===== config.mk =====
export PLATFORM = sky130hd
export DESIGN_NAME = ram_port_arbiter_flat
export DESIGN_NICKNAME = d
export VERILOG_FILES = /design/src/rtl/ram_arb_pkg.sv /design/src/rtl/ram_port_arbiter_if.sv /design/src/rtl/ram_burst_counter.sv /design/src/rtl/ram_port_arbiter.sv /design/src/flat_wrapper.sv
export SDC_FILE = /design/constraint.sdc
export NUM_CORES = 1
export LEC_CHECK = 0
export ABC_AREA = 1
export BUFFER_PORTS_ARGS = -buffer_cell sky130_fd_sc_hd__buf_4
export CORE_ASPECT_RATIO = 0.7
export CORE_UTILIZATION = 37
export DETAILED_ROUTE_END_ITERATION = 8
export GPL_TIMING_DRIVEN = 0
export PLACE_DENSITY = 0.79
export SLEW_MARGIN = 10
export SYNTH_ARGS = -nofsm -noshare
export SYNTH_HDL_FRONTEND = slang
export SYNTH_HIERARCHICAL = 1
export SYNTH_SLANG_ARGS = --single-unit

===== constraint.sdc =====
create_clock -name clk -period 2.05 [get_ports clk]
set_input_delay 0.41 -clock clk [delete_from_list [all_inputs] [get_ports clk]]
set_output_delay 0.41 -clock clk [all_outputs]
set_load 0.1 [all_outputs]

===== src/rtl/ram_arb_pkg.sv =====
// Shared types and helpers for the single-port RAM arbiter: FSM states,
// grant-owner encoding and the burst-length clamp.
package ram_arb_pkg;

  typedef enum logic {
    ARB   = 1'b0,
    BURST = 1'b1
  } arb_state_e;

  typedef enum logic {
    OWNER_A = 1'b0,
    OWNER_B = 1'b1
  } owner_e;

  localparam int unsigned MIN_BURST = 32'd1;

  // A zero length still moves one beat; anything above the limit is cut to it.
  function automatic int unsigned clamp_len(input int unsigned len, input int unsigned max_beats);
    if (len < MIN_BURST) begin
      return MIN_BURST;
    end else if (len > max_beats) begin
      return max_beats;
    end else begin
      return len;
    end
  endfunction

endpackage


===== src/rtl/ram_port_arbiter_if.sv =====
// Requester and RAM-side signal bundle of the arbiter; slave is the arbiter's
// view, master is the view of the requesters plus the RAM instance.
interface ram_port_arbiter_if #(
  parameter int unsigned DATA_WIDTH    = 32,
  parameter int unsigned ADDRESS_WIDTH = 12,
  parameter int unsigned LEN_WIDTH     = 5
);
  logic                     a_req;
  logic                     a_we;
  logic [ADDRESS_WIDTH-1:0] a_addr;
  logic [DATA_WIDTH-1:0]    a_wdata;
  logic                     a_gnt;
  logic                     a_rvalid;
  logic [DATA_WIDTH-1:0]    a_rdata;
  logic                     b_req;
  logic [ADDRESS_WIDTH-1:0] b_addr;
  logic [LEN_WIDTH-1:0]     b_len;
  logic                     b_gnt;
  logic                     b_busy;
  logic                     b_rvalid;
  logic [DATA_WIDTH-1:0]    b_rdata;
  logic                     b_done;
  logic                     ram_wEn;
  logic [ADDRESS_WIDTH-1:0] ram_addr;
  logic [DATA_WIDTH-1:0]    ram_dataIn;
  logic [DATA_WIDTH-1:0]    ram_dataOut;

  modport master (
    output a_req, a_we, a_addr, a_wdata, b_req, b_addr, b_len, ram_dataOut,
    input  a_gnt, a_rvalid, a_rdata, b_gnt, b_busy, b_rvalid, b_rdata, b_done,
    input  ram_wEn, ram_addr, ram_dataIn
  );

  modport slave (
    input  a_req, a_we, a_addr, a_wdata, b_req, b_addr, b_len, ram_dataOut,
    output a_gnt, a_rvalid, a_rdata, b_gnt, b_busy, b_rvalid, b_rdata, b_done,
    output ram_wEn, ram_addr, ram_dataIn
  );
endinterface


===== src/rtl/ram_burst_counter.sv =====
// Burst beat generator: loadable address incrementer plus remaining-beat
// down-counter; last flags the beat that finishes the burst.
module ram_burst_counter #(
  parameter int unsigned ADDRESS_WIDTH = 12,
  parameter int unsigned LEN_WIDTH     = 5
) (
  input  logic                     clk,
  input  logic                     reset_n,
  input  logic                     load,
  input  logic                     step,
  input  logic [ADDRESS_WIDTH-1:0] start_addr,
  input  logic [LEN_WIDTH-1:0]     start_rem,
  output logic [ADDRESS_WIDTH-1:0] addr,
  output logic                     last
);

  logic [ADDRESS_WIDTH-1:0] addr_r;
  logic [LEN_WIDTH-1:0]     rem_r;

  // The grant cycle already issued start_addr, so the next beat is start_addr+1.
  always_ff @(posedge clk or negedge reset_n) begin
    if (!reset_n) begin
      addr_r <= {ADDRESS_WIDTH{1'b0}};
      rem_r  <= {LEN_WIDTH{1'b0}};
    end else if (load) begin
      addr_r <= start_addr + ADDRESS_WIDTH'(1);
      rem_r  <= start_rem;
    end else if (step) begin
      addr_r <= addr_r + ADDRESS_WIDTH'(1);
      rem_r  <= rem_r - LEN_WIDTH'(1);
    end else begin
      addr_r <= addr_r;
      rem_r  <= rem_r;
    end
  end

  assign addr = addr_r;
  assign last = (rem_r == LEN_WIDTH'(1));

endmodule


===== src/rtl/ram_port_arbiter.sv =====
// Round-robin arbiter sharing one single-port synchronous RAM between a
// single-beat read/write port A and a non-preemptible read-burst port B.
module ram_port_arbiter
  import ram_arb_pkg::*;
#(
  parameter int unsigned DATA_WIDTH    = 32,
  parameter int unsigned ADDRESS_WIDTH = 12,
  parameter int unsigned MAX_BURST     = 16,
  parameter int unsigned LEN_WIDTH     = 5
) (
  input logic               clk,
  input logic               reset_n,
  ram_port_arbiter_if.slave bus
);

  arb_state_e               state_r, state_nxt_s;
  owner_e                   last_grant_r;
  logic [LEN_WIDTH-1:0]     len_eff_s;
  logic                     multi_beat_s, a_win_s, b_win_s;
  logic                     a_gnt_s, b_gnt_s, wen_s, b_issue_s, b_last_s, load_s, step_s;
  logic [ADDRESS_WIDTH-1:0] ram_addr_s, ram_addr_r, cnt_addr_s;
  logic                     cnt_last_s;
  logic                     a_rv_r, b_rv_r, last_r;
  logic [DATA_WIDTH-1:0]    rdata_s;

  assign len_eff_s    = LEN_WIDTH'(clamp_len(32'(bus.b_len), MAX_BURST));
  assign multi_beat_s = (len_eff_s > LEN_WIDTH'(1));
  assign a_win_s      = bus.a_req & (~bus.b_req | (last_grant_r == OWNER_B));
  assign b_win_s      = bus.b_req & ~a_win_s;

  ram_burst_counter #(
    .ADDRESS_WIDTH (ADDRESS_WIDTH),
    .LEN_WIDTH     (LEN_WIDTH)
  ) u_burst_counter (
    .clk        (clk),
    .reset_n    (reset_n),
    .load       (load_s),
    .step       (step_s),
    .start_addr (bus.b_addr),
    .start_rem  (len_eff_s - LEN_WIDTH'(1)),
    .addr       (cnt_addr_s),
    .last       (cnt_last_s)
  );

  // FSM state register.
  always_ff @(posedge clk or negedge reset_n) begin
    if (!reset_n) begin
      state_r <= ARB;
    end else begin
      state_r <= state_nxt_s;
    end
  end

  // Next-state logic: only a multi-beat B grant leaves ARB.
  always_comb begin
    state_nxt_s = state_r;
    case (state_r)
      ARB: begin
        if (b_win_s & multi_beat_s) begin
          state_nxt_s = BURST;
        end else begin
          state_nxt_s = ARB;
        end
      end
      BURST: begin
        if (cnt_last_s) begin
          state_nxt_s = ARB;
        end else begin
          state_nxt_s = BURST;
        end
      end
      default: state_nxt_s = ARB;
    endcase
  end

  // Output decode: grants and the RAM command for this cycle.
  always_comb begin
    a_gnt_s    = 1'b0;
    b_gnt_s    = 1'b0;
    wen_s      = 1'b0;
    ram_addr_s = ram_addr_r;
    b_issue_s  = 1'b0;
    b_last_s   = 1'b0;
    load_s     = 1'b0;
    step_s     = 1'b0;
    case (state_r)
      ARB: begin
        if (a_win_s) begin
          a_gnt_s    = 1'b1;
          wen_s      = bus.a_we;
          ram_addr_s = bus.a_addr;
        end else if (b_win_s) begin
          b_gnt_s    = 1'b1;
          ram_addr_s = bus.b_addr;
          b_issue_s  = 1'b1;
          b_last_s   = ~multi_beat_s;
          load_s     = multi_beat_s;
        end else begin
          ram_addr_s = ram_addr_r;
        end
      end
      BURST: begin
        ram_addr_s = cnt_addr_s;
        b_issue_s  = 1'b1;
        b_last_s   = cnt_last_s;
        step_s     = 1'b1;
      end
      default: ram_addr_s = ram_addr_r;
    endcase
  end

  // Round-robin history, read-return tags and the idle address hold.
  always_ff @(posedge clk or negedge reset_n) begin
    if (!reset_n) begin
      last_grant_r <= OWNER_B;
      a_rv_r       <= 1'b0;
      b_rv_r       <= 1'b0;
      last_r       <= 1'b0;
      ram_addr_r   <= {ADDRESS_WIDTH{1'b0}};
    end else begin
      if (a_gnt_s) begin
        last_grant_r <= OWNER_A;
      end else if (b_last_s) begin
        last_grant_r <= OWNER_B;
      end else begin
        last_grant_r <= last_grant_r;
      end
      a_rv_r     <= a_gnt_s & ~bus.a_we;
      b_rv_r     <= b_issue_s;
      last_r     <= b_last_s;
      ram_addr_r <= ram_addr_s;
    end
  end

  // Strobes that touch the RAM or a requester are killed while reset is held.
  assign bus.a_gnt      = a_gnt_s & reset_n;
  assign bus.b_gnt      = b_gnt_s & reset_n;
  assign bus.ram_wEn    = wen_s & reset_n;
  assign bus.ram_addr   = ram_addr_s;
  assign bus.ram_dataIn = bus.a_wdata;
  assign bus.b_busy     = (b_gnt_s & reset_n) | (state_r == BURST);

  assign rdata_s      = bus.ram_dataOut;
  assign bus.a_rvalid = a_rv_r;
  assign bus.a_rdata  = rdata_s;
  assign bus.b_rvalid = b_rv_r;
  assign bus.b_rdata  = rdata_s;
  assign bus.b_done   = b_rv_r & last_r;

endmodule


===== src/flat_wrapper.sv =====
// flat-port wrapper written by rule: the top's interface ports become plain ports
module ram_port_arbiter_flat import ram_arb_pkg::*;
#(
  parameter int unsigned DATA_WIDTH    = 32,
  parameter int unsigned ADDRESS_WIDTH = 12,
  parameter int unsigned MAX_BURST     = 16,
  parameter int unsigned LEN_WIDTH     = 5
)
  (clk, reset_n, bus_a_req, bus_a_we, bus_a_addr, bus_a_wdata, bus_b_req, bus_b_addr, bus_b_len, bus_ram_dataOut, bus_a_gnt, bus_a_rvalid, bus_a_rdata, bus_b_gnt, bus_b_busy, bus_b_rvalid, bus_b_rdata, bus_b_done, bus_ram_wEn, bus_ram_addr, bus_ram_dataIn);
  ram_port_arbiter_if #(.DATA_WIDTH(DATA_WIDTH), .ADDRESS_WIDTH(ADDRESS_WIDTH), .LEN_WIDTH(LEN_WIDTH)) bus_i ();
  input logic clk;
  input logic reset_n;
  input wire logic [$bits(bus_i.a_req)-1:0] bus_a_req;
  input wire logic [$bits(bus_i.a_we)-1:0] bus_a_we;
  input wire logic [$bits(bus_i.a_addr)-1:0] bus_a_addr;
  input wire logic [$bits(bus_i.a_wdata)-1:0] bus_a_wdata;
  input wire logic [$bits(bus_i.b_req)-1:0] bus_b_req;
  input wire logic [$bits(bus_i.b_addr)-1:0] bus_b_addr;
  input wire logic [$bits(bus_i.b_len)-1:0] bus_b_len;
  input wire logic [$bits(bus_i.ram_dataOut)-1:0] bus_ram_dataOut;
  output wire logic [$bits(bus_i.a_gnt)-1:0] bus_a_gnt;
  output wire logic [$bits(bus_i.a_rvalid)-1:0] bus_a_rvalid;
  output wire logic [$bits(bus_i.a_rdata)-1:0] bus_a_rdata;
  output wire logic [$bits(bus_i.b_gnt)-1:0] bus_b_gnt;
  output wire logic [$bits(bus_i.b_busy)-1:0] bus_b_busy;
  output wire logic [$bits(bus_i.b_rvalid)-1:0] bus_b_rvalid;
  output wire logic [$bits(bus_i.b_rdata)-1:0] bus_b_rdata;
  output wire logic [$bits(bus_i.b_done)-1:0] bus_b_done;
  output wire logic [$bits(bus_i.ram_wEn)-1:0] bus_ram_wEn;
  output wire logic [$bits(bus_i.ram_addr)-1:0] bus_ram_addr;
  output wire logic [$bits(bus_i.ram_dataIn)-1:0] bus_ram_dataIn;
  assign bus_i.a_req = bus_a_req;
  assign bus_i.a_we = bus_a_we;
  assign bus_i.a_addr = bus_a_addr;
  assign bus_i.a_wdata = bus_a_wdata;
  assign bus_i.b_req = bus_b_req;
  assign bus_i.b_addr = bus_b_addr;
  assign bus_i.b_len = bus_b_len;
  assign bus_i.ram_dataOut = bus_ram_dataOut;
  assign bus_a_gnt = bus_i.a_gnt;
  assign bus_a_rvalid = bus_i.a_rvalid;
  assign bus_a_rdata = bus_i.a_rdata;
  assign bus_b_gnt = bus_i.b_gnt;
  assign bus_b_busy = bus_i.b_busy;
  assign bus_b_rvalid = bus_i.b_rvalid;
  assign bus_b_rdata = bus_i.b_rdata;
  assign bus_b_done = bus_i.b_done;
  assign bus_ram_wEn = bus_i.ram_wEn;
  assign bus_ram_addr = bus_i.ram_addr;
  assign bus_ram_dataIn = bus_i.ram_dataIn;
  ram_port_arbiter #(.DATA_WIDTH(DATA_WIDTH), .ADDRESS_WIDTH(ADDRESS_WIDTH), .MAX_BURST(MAX_BURST), .LEN_WIDTH(LEN_WIDTH)) u_core (.clk(clk), .reset_n(reset_n), .bus(bus_i));
endmodule

==> impl_results.html, run 1 <==
<table>
<tr><th>Metric</th><th>Value</th></tr>
<tr><th colspan="2">Run status</th></tr>
<tr><td>Status</td><td>finished, violations left</td></tr>
<tr><td>Violations in the final reports</td><td>negative hold slack, negative setup slack</td></tr>
<tr><th colspan="2">Synthesis</th></tr>
<tr><td>Yosys warnings</td><td>6</td></tr>
<tr><td>Post-synthesis net count</td><td>500</td></tr>
<tr><td>Area share of and/or/nand/nor cells after synthesis</td><td>24.2%</td></tr>
<tr><td>Cell count after synthesis</td><td>397</td></tr>
<tr><td>Sequential area share after synthesis</td><td>29.4%</td></tr>
<tr><td>Cell area after technology mapping</td><td>2900 sq um</td></tr>
<tr><td>Combinational family with the most area after synthesis</td><td>buffers and inverters</td></tr>
<tr><td>Register bit count reported by yosys</td><td>34</td></tr>
<tr><td>Post-synthesis share of cell area spent on xor and xnor gates</td><td>1.51%</td></tr>
<tr><td>Number of distinct library cell variants in the gate-level netlist after synthesis</td><td>34</td></tr>
<tr><td>Average cell area after synthesis</td><td>7.30 sq um</td></tr>
<tr><td>Complex-gate fraction of the synthesized area</td><td>11.7%</td></tr>
<tr><td>Multiplexer share of the synthesized area</td><td>0%</td></tr>
<tr><td>Cells taking the most area after synthesis</td><td>sky130_fd_sc_hd__dfrtp_1, sky130_fd_sc_hd__buf_4, sky130_fd_sc_hd__nand2_1</td></tr>
<tr><td>Post-synthesis cell type with the largest combined area</td><td>sky130_fd_sc_hd__dfrtp_1</td></tr>
<tr><td>Area share of fa/ha/maj cells after synthesis</td><td>2.16%</td></tr>
<tr><td>Share of Yosys cell area claimed by the top area cell type</td><td>28.5%</td></tr>
<tr><th colspan="2">Place</th></tr>
<tr><td>Placed wire-length estimate after detailed placement</td><td>between 7000 and 8000 um</td></tr>
<tr><td>Final RePlAce weighted congestion</td><td>between 0.8 and 0.9</td></tr>
<tr><td>Number of I/O port buffers</td><td>roughly 150</td></tr>
<tr><td>Instance count after placement with tap cells included</td><td>~640</td></tr>
<tr><td>Pre-CTS worst setup slack</td><td>-0.557 ns</td></tr>
<tr><td>Instance area after placement</td><td>4390 sq um</td></tr>
<tr><th colspan="2">Job</th></tr>
<tr><td>Max-capacitance violation count</td><td>0</td></tr>
<tr><th colspan="2">Die</th></tr>
<tr><td>Number of primary I/O pins</td><td>213</td></tr>
<tr><td>Core ar.</td><td>between 7000 and 8000 sq um</td></tr>
<tr><td>Die width</td><td>108 um</td></tr>
<tr><td>Die area</td><td>8190 sq um</td></tr>
<tr><td>Count of standard-cell rows</td><td>26</td></tr>
<tr><td>Die Y</td><td>76.0 um</td></tr>
<tr><td>Initial core utilization</td><td>38.9%</td></tr>
<tr><th colspan="2">Layout</th></tr>
<tr><td>Synthesis-to-finish area growth</td><td>86.7%</td></tr>
<tr><td>Number of nets in the final layout</td><td>707</td></tr>
<tr><td>Core Util, Final</td><td>72.6%</td></tr>
<tr><td>Commonest non-fill, non-tap cells in the layout</td><td>sky130_fd_sc_hd__buf_4, sky130_fd_sc_hd__nand2_1, sky130_fd_sc_hd__dfrtp_1</td></tr>
<tr><td>Final non-filler cell area</td><td>5410 sq um</td></tr>
<tr><td>Non-filler instance count after layout</td><td>703</td></tr>
<tr><td>Register Area</td><td>853 sq um</td></tr>
<tr><td>Leading cell type in the layout, fill and taps excluded</td><td>sky130_fd_sc_hd__buf_4</td></tr>
<tr><td>Total area of multi-input combinational cells</td><td>1640 sq um</td></tr>
<tr><td>Layout cells sized above 1</td><td>68.4%</td></tr>
<tr><td>Number of filler cells placed in the layout</td><td>460</td></tr>
<tr><td>Number of antenna diodes</td><td>0</td></tr>
<tr><th colspan="2">CTS</th></tr>
<tr><td>Number of sinks handled by clock tree synthesis</td><td>34</td></tr>
<tr><td>Clock latency on the worst-skew pair</td><td>0.30 ns</td></tr>
<tr><td>TritonCTS clock tree</td><td>yes</td></tr>
<tr><td>Clock transition at path regs</td><td>around 0.090 ns</td></tr>
<tr><td>CTS H-Tree Depth</td><td>2</td></tr>
<tr><td>Buffer levels on the longest clock path</td><td>2</td></tr>
<tr><td>Total clock buffers created by CTS</td><td>5</td></tr>
<tr><td>Clock tree root driver cell</td><td>sky130_fd_sc_hd__clkbuf_8</td></tr>
<tr><th colspan="2">Global routing</th></tr>
<tr><td>Largest net degree at the start of global routing</td><td>37</td></tr>
<tr><td>Total Routing Usage GR</td><td>23.9%</td></tr>
<tr><td>First-pass GRT wire length</td><td>15600 um</td></tr>
<tr><td>Vias in the first global route</td><td>3221</td></tr>
<tr><td>Initial antenna violation count</td><td>0</td></tr>
<tr><td>GRT overflow</td><td>0</td></tr>
<tr><th colspan="2">Route</th></tr>
<tr><td>WL final</td><td>about 12000 um</td></tr>
<tr><td>Number of detailed-route iterations in the first pass</td><td>7</td></tr>
<tr><td>Final antenna-violating net count</td><td>0</td></tr>
<tr><td>DR WL/cell</td><td>17.1 um</td></tr>
<tr><td>Ratio of routed vias to standard cells</td><td>5.07</td></tr>
<tr><td>Number of violations reported at the end of detailed-routing iteration 0</td><td>between 400 and 500</td></tr>
<tr><td>Total DRC errors in the routed layout</td><td>0</td></tr>
<tr><td>Via count of the routed design</td><td>~3.6k</td></tr>
<tr><th colspan="2">Power</th></tr>
<tr><td>Power density of the placed cells</td><td>1450 nW/um^2</td></tr>
<tr><td>Power after layout</td><td>slightly below 8 mW</td></tr>
<tr><td>Portion of total power attributed to the clock network</td><td>about 6.9%</td></tr>
<tr><td>Logic gate share of total power</td><td>77.7%</td></tr>
<tr><td>Worst-case vdd ir drop</td><td>around 0.0015 V</td></tr>
<tr><td>Switching pwr</td><td>around 4.5 mW</td></tr>
<tr><td>Internal Pwr Total</td><td>approximately 3.3 mW</td></tr>
<tr><td>Switch share</td><td>57.4%</td></tr>
<tr><td>Static leakage</td><td>2.78 nW</td></tr>
<tr><td>Sequential cell fraction of total power</td><td>15.4%</td></tr>
<tr><th colspan="2">Timing</th></tr>
<tr><td>Worst clock skew on the final layout</td><td>0.0186 ns</td></tr>
<tr><td>RSZ-0062 raised after global routing</td><td>true</td></tr>
<tr><td>Final Max Slew Viols</td><td>0</td></tr>
<tr><td>Setup violators final</td><td>31</td></tr>
<tr><td>Timing-limited maximum frequency</td><td>403 MHz</td></tr>
<tr><td>Slew of the pin with the lowest slew margin</td><td>0.360 ns</td></tr>
<tr><td>Tightest hold margin</td><td>-0.00770 ns</td></tr>
<tr><td>Final critical-path setup slack</td><td>-0.429 ns</td></tr>
<tr><td>Period Utilization, post-route</td><td>121%</td></tr>
<tr><td>Min Tclk post-route</td><td>~2.5 ns</td></tr>
<tr><td>Number of hold-slack violations in the final timing report</td><td>2</td></tr>
<tr><td>Relative slew slack</td><td>76.0%</td></tr>
<tr><th colspan="2">Worst setup path</th></tr>
<tr><td>Critical path data required time</td><td>2.27 ns</td></tr>
<tr><td>Type of origin of the critical path</td><td>primary input</td></tr>
<tr><td>CP Data Arrival Time</td><td>2.70 ns</td></tr>
<tr><td>Critical path class</td><td>in2reg</td></tr>
<tr><td>Max Fanout on Critical Path</td><td>5</td></tr>
<tr><td>Critical path endpoint category</td><td>flop</td></tr>
<tr><th colspan="2">Worst hold path</th></tr>
<tr><td>Worst Hold Class</td><td>in2async</td></tr>
</table>
-- synthesized netlist by cell type (all sizes together) --
cell type  count
or2            7
o21ai         30
dfrtp         33
clkbuf         2
a31oi          6
nand3         13
clkinv         1
inv           28
nor2          37
a21oi          4
xor2           3
nand2         99
o31ai          1
o22ai          2
o221ai         1
and2           1
and3           1
xnor2          2
buf          104
dfstp          1
o211ai        10
ha             5
nand4          4
o21bai         1
a22oi          1
-- cells by family after synthesis --
kind of cell | count (synthesis)
xor gates and xnor gates | 5
and+or+nand+nor | 162
DFF | 34
adders and majority gates | 5
AOI/OAI and AO/OA | 56
buffers and inverters | 135
-- through the flow --
stage                     hold slack (ns)  TNS [ns]
final                            -0.00770     -4.79
after global routing               0.0169     -6.41
after CTS                          0.0861    -0.760
after detailed placement            0.401     -7.72
after global placement              0.395     -7.24
after floorplan                     0.114     -1.17
-- metal layers --
layer  vias to the layer above  track usage, %  routed length, um  share of wire [%]
li1                       1589               -                  -                  -
met1                      1684            29.8               4320                 36
met2                       238            42.9               6200                 52
met3                        55            4.36               1010                8.4
met4                         0            4.79                491                4.1
met5                         -               0                  0                  0
-- critical path: stages --
cell                       delay (ns)
sky130_fd_sc_hd__buf_8           0.10
sky130_fd_sc_hd__nor2_4          0.12
sky130_fd_sc_hd__nand3_4         0.10
sky130_fd_sc_hd__a21oi_4         0.15
sky130_fd_sc_hd__ha_2            0.18
sky130_fd_sc_hd__nand4_1         0.18
sky130_fd_sc_hd__inv_2           0.16
sky130_fd_sc_hd__nor2_4          0.06
sky130_fd_sc_hd__inv_2           0.09
sky130_fd_sc_hd__buf_6           0.16
sky130_fd_sc_hd__nand2_4         0.06
sky130_fd_sc_hd__nand2_4         0.09
sky130_fd_sc_hd__ha_4            0.16
sky130_fd_sc_hd__nand2_4         0.06
sky130_fd_sc_hd__nor2_4          0.20
sky130_fd_sc_hd__nand2_1         0.09
sky130_fd_sc_hd__o21bai_1        0.15
sky130_fd_sc_hd__nand2_1         0.08
sky130_fd_sc_hd__nand2_1         0.08
-- power by group through the flow --
| stage | Sequential [mW] | Clock [mW] | Combinational, mW |
|---|---|---|---|
| finish | 1.21 | 0.544 | 6.10 |
| floorplan | 1.21 | 0 | 3.72 |
| detailed placement | 1.20 | 0 | 4.61 |
| global placement | 1.18 | 0 | 4.55 |
| global route | 1.23 | 0.577 | 6.32 |
| CTS | 1.18 | 0.547 | 5.45 |
-- what timing repair did --
action / CTS / global route
resized for setup: 89 / 72
setup endpoints to repair: 26 / 31
pin swaps: 33 / 36
hold buffers: 0 / 0
buffers inserted: 32 / 21
cloned: 3 / 1
-- sequential cells by signal (all words and copies together) (netlist names) --
| name | flops |
|---|---|
| u_core/bus.a_rvalid | 1 |
| u_core/ram_addr_r | 12 |
| u_core/last_r | 1 |
| u_core/last_grant_r | 1 |
| u_core/bus.b_rvalid | 1 |
| u_core/state_r | 1 |
| u_core/u_burst_counter/addr | 12 |
| u_core/u_burst_counter/rem_r | 5 |
-- worst paths after layout --
check                                                             from                                           to  slack, ns  cells after the start
max                                                       bus_b_len[2]  u_core/u_burst_counter/addr[10]$_DFFE_PN0P_      -0.43                     19
min                                                            reset_n               u_core/ram_addr_r[1]$_DFF_PN0_     -0.008                      1
max reg2reg                            u_core/last_grant_r$_DFFE_PN1P_   u_core/u_burst_counter/addr[6]$_DFFE_PN0P_      -0.31                     14
min reg2reg                u_core/u_burst_counter/addr[11]$_DFFE_PN0P_  u_core/u_burst_counter/addr[11]$_DFFE_PN0P_       0.52                      2
max in group asynchronous                                      reset_n              u_core/last_grant_r$_DFFE_PN1P_       1.75                      1
min in group clk                                              bus_a_we                u_core/bus.a_rvalid$_DFF_PN0_       0.26                      2
-- area by class of cell --
type,count,share of cell area (%)
flip-flops and latches,34,15.8
plain buffers,106,15.3
well taps,98,2.27
inverters,29,2.61
clock buffers,6,1.53
repair buffers,200,31.9
multi-input cells,228,30.4
clock inverters,2,0.231
No activity file was read; power rests on OpenSTA's default activity.
==> run 2: changes to the inputs <==
Settings changed: CORE_UTILIZATION 37 to 35, PLACE_DENSITY 0.79 to 0.76, SKIP_CTS_REPAIR_TIMING set to 1.
==> impl_results.html, run 2 (same netlist as run 1, synthesis figures left out) <==
<table>
<tr><th>Metric</th><th>Value</th></tr>
<tr><th colspan="2">Run status</th></tr>
<tr><td>Status</td><td>finished, violations left</td></tr>
<tr><td>Violations in the final reports</td><td>negative setup slack</td></tr>
<tr><th colspan="2">Power</th></tr>
<tr><td>Switching pwr</td><td>4.37 mW (-3.2%)</td></tr>
<tr><td>Static leakage</td><td>2.72 nW (-2.0%)</td></tr>
<tr><td>Sequential cell fraction of total power</td><td>15.3% (about the same)</td></tr>
<tr><td>Worst-case vdd ir drop</td><td>0.00117 V (-25%)</td></tr>
<tr><td>Power density of the placed cells</td><td>1480 nW/um^2 (+2.2%)</td></tr>
<tr><td>Logic gate share of total power</td><td>74.1% (-3.6 points)</td></tr>
<tr><td>Portion of total power attributed to the clock network</td><td>10.7% (+3.8 points)</td></tr>
<tr><td>Power after layout</td><td>7.91 mW (+0.69%)</td></tr>
<tr><td>Internal Pwr Total</td><td>3.55 mW (+6.0%)</td></tr>
<tr><td>Switch share</td><td>55.2% (-2.2 points)</td></tr>
<tr><th colspan="2">Layout</th></tr>
<tr><td>Commonest non-fill, non-tap cells in the layout</td><td>sky130_fd_sc_hd__buf_4, sky130_fd_sc_hd__nand2_1, sky130_fd_sc_hd__dfrtp_1</td></tr>
<tr><td>Number of filler cells placed in the layout</td><td>583 (+27%)</td></tr>
<tr><td>Number of antenna diodes</td><td>0 (unchanged)</td></tr>
<tr><td>Synthesis-to-finish area growth</td><td>84.1%</td></tr>
<tr><td>Layout cells sized above 1</td><td>67.9% (-0.58 points)</td></tr>
<tr><td>Number of nets in the final layout</td><td>693 (-2.0%)</td></tr>
<tr><td>Leading cell type in the layout, fill and taps excluded</td><td>sky130_fd_sc_hd__buf_4</td></tr>
<tr><td>Core Util, Final</td><td>67.2% (-5.5 points)</td></tr>
<tr><th colspan="2">CTS</th></tr>
<tr><td>TritonCTS clock tree</td><td>yes</td></tr>
<tr><td>Number of sinks handled by clock tree synthesis</td><td>34 (unchanged)</td></tr>
<tr><td>Clock latency on the worst-skew pair</td><td>0.28 ns (-0.02 ns)</td></tr>
<tr><td>CTS H-Tree Depth</td><td>2 (unchanged)</td></tr>
<tr><td>Total clock buffers created by CTS</td><td>5 (unchanged)</td></tr>
<tr><td>Clock tree root driver cell</td><td>sky130_fd_sc_hd__clkbuf_16</td></tr>
<tr><td>Clock transition at path regs</td><td>0.06 ns (-0.03 ns)</td></tr>
<tr><td>Buffer levels on the longest clock path</td><td>2 (unchanged)</td></tr>
<tr><th colspan="2">Timing</th></tr>
<tr><td>Slew of the pin with the lowest slew margin</td><td>0.346 ns (-0.0141 ns)</td></tr>
<tr><td>Worst clock skew on the final layout</td><td>0.00423 ns (-0.0143 ns)</td></tr>
<tr><td>Min Tclk post-route</td><td>2.31 ns (-0.166 ns)</td></tr>
<tr><td>RSZ-0062 raised after global routing</td><td>true</td></tr>
<tr><td>Final Max Slew Viols</td><td>0 (unchanged)</td></tr>
<tr><td>Timing-limited maximum frequency</td><td>432 MHz (+7.2%)</td></tr>
<tr><td>Setup violators final</td><td>12 (-61%)</td></tr>
<tr><td>Relative slew slack</td><td>77.0% (+0.94 points)</td></tr>
<tr><td>TNS Setup</td><td>-2.03 ns (+2.76 ns)</td></tr>
<tr><td>Period Utilization, post-route</td><td>113% (-8.1 points)</td></tr>
<tr><td>Number of hold-slack violations in the final timing report</td><td>0 (-2)</td></tr>
<tr><td>Final critical-path setup slack</td><td>-0.263 ns (+0.166 ns)</td></tr>
<tr><th colspan="2">Worst setup path</th></tr>
<tr><td>Critical path endpoint category</td><td>flop</td></tr>
<tr><td>Critical path data required time</td><td>2.22 ns (-0.05 ns)</td></tr>
<tr><td>Critical path class</td><td>reg2reg</td></tr>
<tr><td>Reg-to-reg setup timing slack</td><td>-0.26 ns (+0.05 ns)</td></tr>
<tr><td>CP Data Arrival Time</td><td>2.49 ns (-0.21 ns)</td></tr>
<tr><td>Buffering stage count on the worst path with inverters included</td><td>5 (+1)</td></tr>
<tr><td>Largest stage delay on the critical path</td><td>0.38 ns (+0.18 ns)</td></tr>
<tr><td>Max Fanout on Critical Path</td><td>10 (+5)</td></tr>
<tr><td>Slowest cell on crit path</td><td>sky130_fd_sc_hd__dfstp_2</td></tr>
<tr><td>Crit-path most repeated cell</td><td>sky130_fd_sc_hd__buf_6</td></tr>
<tr><td>Type of origin of the critical path</td><td>flop</td></tr>
<tr><td>Cell family with the largest share of critical-path delay</td><td>simple AND/OR/NAND/NOR gates</td></tr>
<tr><td>Critical Path, Cell by Cell</td><td>o21ai_4, buf_6, nand3_2, nor2_4, buf_4, buf_6, buf_6, buf_8, nand2_1, nand2_2, nand2_2, nor2_4, nand4_1, nand3_1, nand2_1</td></tr>
<tr><th colspan="2">Route</th></tr>
<tr><td>DR WL/cell</td><td>15.2 um (-11%)</td></tr>
<tr><td>Ratio of routed vias to standard cells</td><td>4.86 (-4.1%)</td></tr>
<tr><td>Number of detailed-route iterations in the first pass</td><td>5 (-2)</td></tr>
<tr><td>Number of violations reported at the end of detailed-routing iteration 0</td><td>224 (-51%)</td></tr>
<tr><td>WL final</td><td>10500 um (-13%)</td></tr>
<tr><td>Final antenna-violating net count</td><td>0 (unchanged)</td></tr>
<tr><td>Via count of the routed design</td><td>3366 (-5.6%)</td></tr>
<tr><td>Total DRC errors in the routed layout</td><td>0 (unchanged)</td></tr>
<tr><th colspan="2">Global routing</th></tr>
<tr><td>Largest net degree at the start of global routing</td><td>37 (unchanged)</td></tr>
<tr><td>First-pass GRT wire length</td><td>13900 um (-11%)</td></tr>
<tr><td>Vias in the first global route</td><td>2910 (-9.7%)</td></tr>
<tr><td>GRT overflow</td><td>0 (unchanged)</td></tr>
<tr><td>Initial antenna violation count</td><td>0 (unchanged)</td></tr>
<tr><td>Total Routing Usage GR</td><td>19.8% (-4.1 points)</td></tr>
<tr><th colspan="2">Job</th></tr>
<tr><td>Max-capacitance violation count</td><td>0 (unchanged)</td></tr>
<tr><th colspan="2">Die</th></tr>
<tr><td>Number of primary I/O pins</td><td>213 (unchanged)</td></tr>
<tr><td>Core ar.</td><td>7940 sq um (+6.6%)</td></tr>
<tr><td>Die Y</td><td>78.1 um (+2.7%)</td></tr>
<tr><td>Count of standard-cell rows</td><td>27 (+3.8%)</td></tr>
<tr><td>Die width</td><td>111 um (+2.8%)</td></tr>
<tr><td>Die area</td><td>8650 sq um (+5.6%)</td></tr>
<tr><td>Initial core utilization</td><td>36.5% (-2.4 points)</td></tr>
<tr><th colspan="2">Place</th></tr>
<tr><td>Placed wire-length estimate after detailed placement</td><td>6970 um (-0.47%)</td></tr>
<tr><td>Number of I/O port buffers</td><td>148 (unchanged)</td></tr>
<tr><td>Final RePlAce weighted congestion</td><td>0.893 (+6.3%)</td></tr>
<tr><th colspan="2">Worst hold path</th></tr>
<tr><td>Worst Hold Class</td><td>in2async</td></tr>
</table>
## run 2: cell types whose count changed in the layout (fill, tap and decap cells not counted), moves of 2 or more
cell and delta:
sky130_fd_sc_hd__buf_6 +4, sky130_fd_sc_hd__buf_12 -3, sky130_fd_sc_hd__nand2_1 -5, sky130_fd_sc_hd__clkinv_2 -2, sky130_fd_sc_hd__nand2_2 +4, sky130_fd_sc_hd__inv_1 +3, sky130_fd_sc_hd__buf_2 +2, sky130_fd_sc_hd__buf_4 -17
sky130_fd_sc_hd__nor2_2 +2, sky130_fd_sc_hd__clkbuf_8 -4, sky130_fd_sc_hd__nor2_4 -3, sky130_fd_sc_hd__clkbuf_16 +5, sky130_fd_sc_hd__inv_2 -2
## run 2: final timing paths
kind,from,to,cells after the start
worst min register to register,u_core/u_burst_counter/addr[5]$_DFFE_PN0P_,u_core/u_burst_counter/addr[5]$_DFFE_PN0P_,2
worst max register to register,u_core/last_grant_r$_DFFE_PN1P_,u_core/u_burst_counter/addr[11]$_DFFE_PN0P_,15
worst min-delay path,reset_n,u_core/ram_addr_r[9]$_DFF_PN0_,1
worst max-delay path,u_core/last_grant_r$_DFFE_PN1P_,u_core/u_burst_counter/addr[11]$_DFFE_PN0P_,15
max in group asynchronous,reset_n,u_core/last_grant_r$_DFFE_PN1P_,1
min in group clk,bus_a_we,u_core/bus.a_rvalid$_DFF_PN0_,2
## run 2: metal layers
metal	vias to the layer above	global-route usage (%)	wire length, um
li1	1559	-	-
met1	1577	24.3	3920
met2	194	35.0	5380
met3	36	4.32	868
met4	0	5.87	333
met5	-	0	0
## run 2: metrics by stage
step	instances	instance area, sq um	hold WS, ns	setup WS, ns
after floorplan	397	3160	0.114	-0.589
after global placement	646	4400	0.398	-0.601
after detailed placement	646	4400	0.401	-0.623
after CTS	654	4560	0.102	-0.521
after global routing	692	5330	0.0452	-0.392
final	692	5330	0.0163	-0.263
## run 2: area by class of cell
| type | instances | area, sq um | share of cell area [%] |
|---|---|---|---|
| Multi-Input combinational cell | 228 | 1630 | 30.5 |
| Timing Repair Buffer | 186 | 1600 | 30.0 |
| Sequential cell | 34 | 853 | 16.0 |
| Buffer | 106 | 821 | 15.4 |
| Clock buffer | 8 | 166 | 3.12 |
| Inverter | 29 | 136 | 2.56 |
| Tap cell | 101 | 126 | 2.37 |
## run 2: power groups by stage
stage          logic [mW]  registers (mW)  clock network (mW)
6_report             5.86            1.21               0.843
5_1_grt              6.11            1.24               0.867
4_1_cts              4.64            1.19               0.847
3_5_place_dp         4.62            1.19                   0
3_3_place_gp         4.55            1.18                   0
2_1_floorplan        3.72            1.21                   0
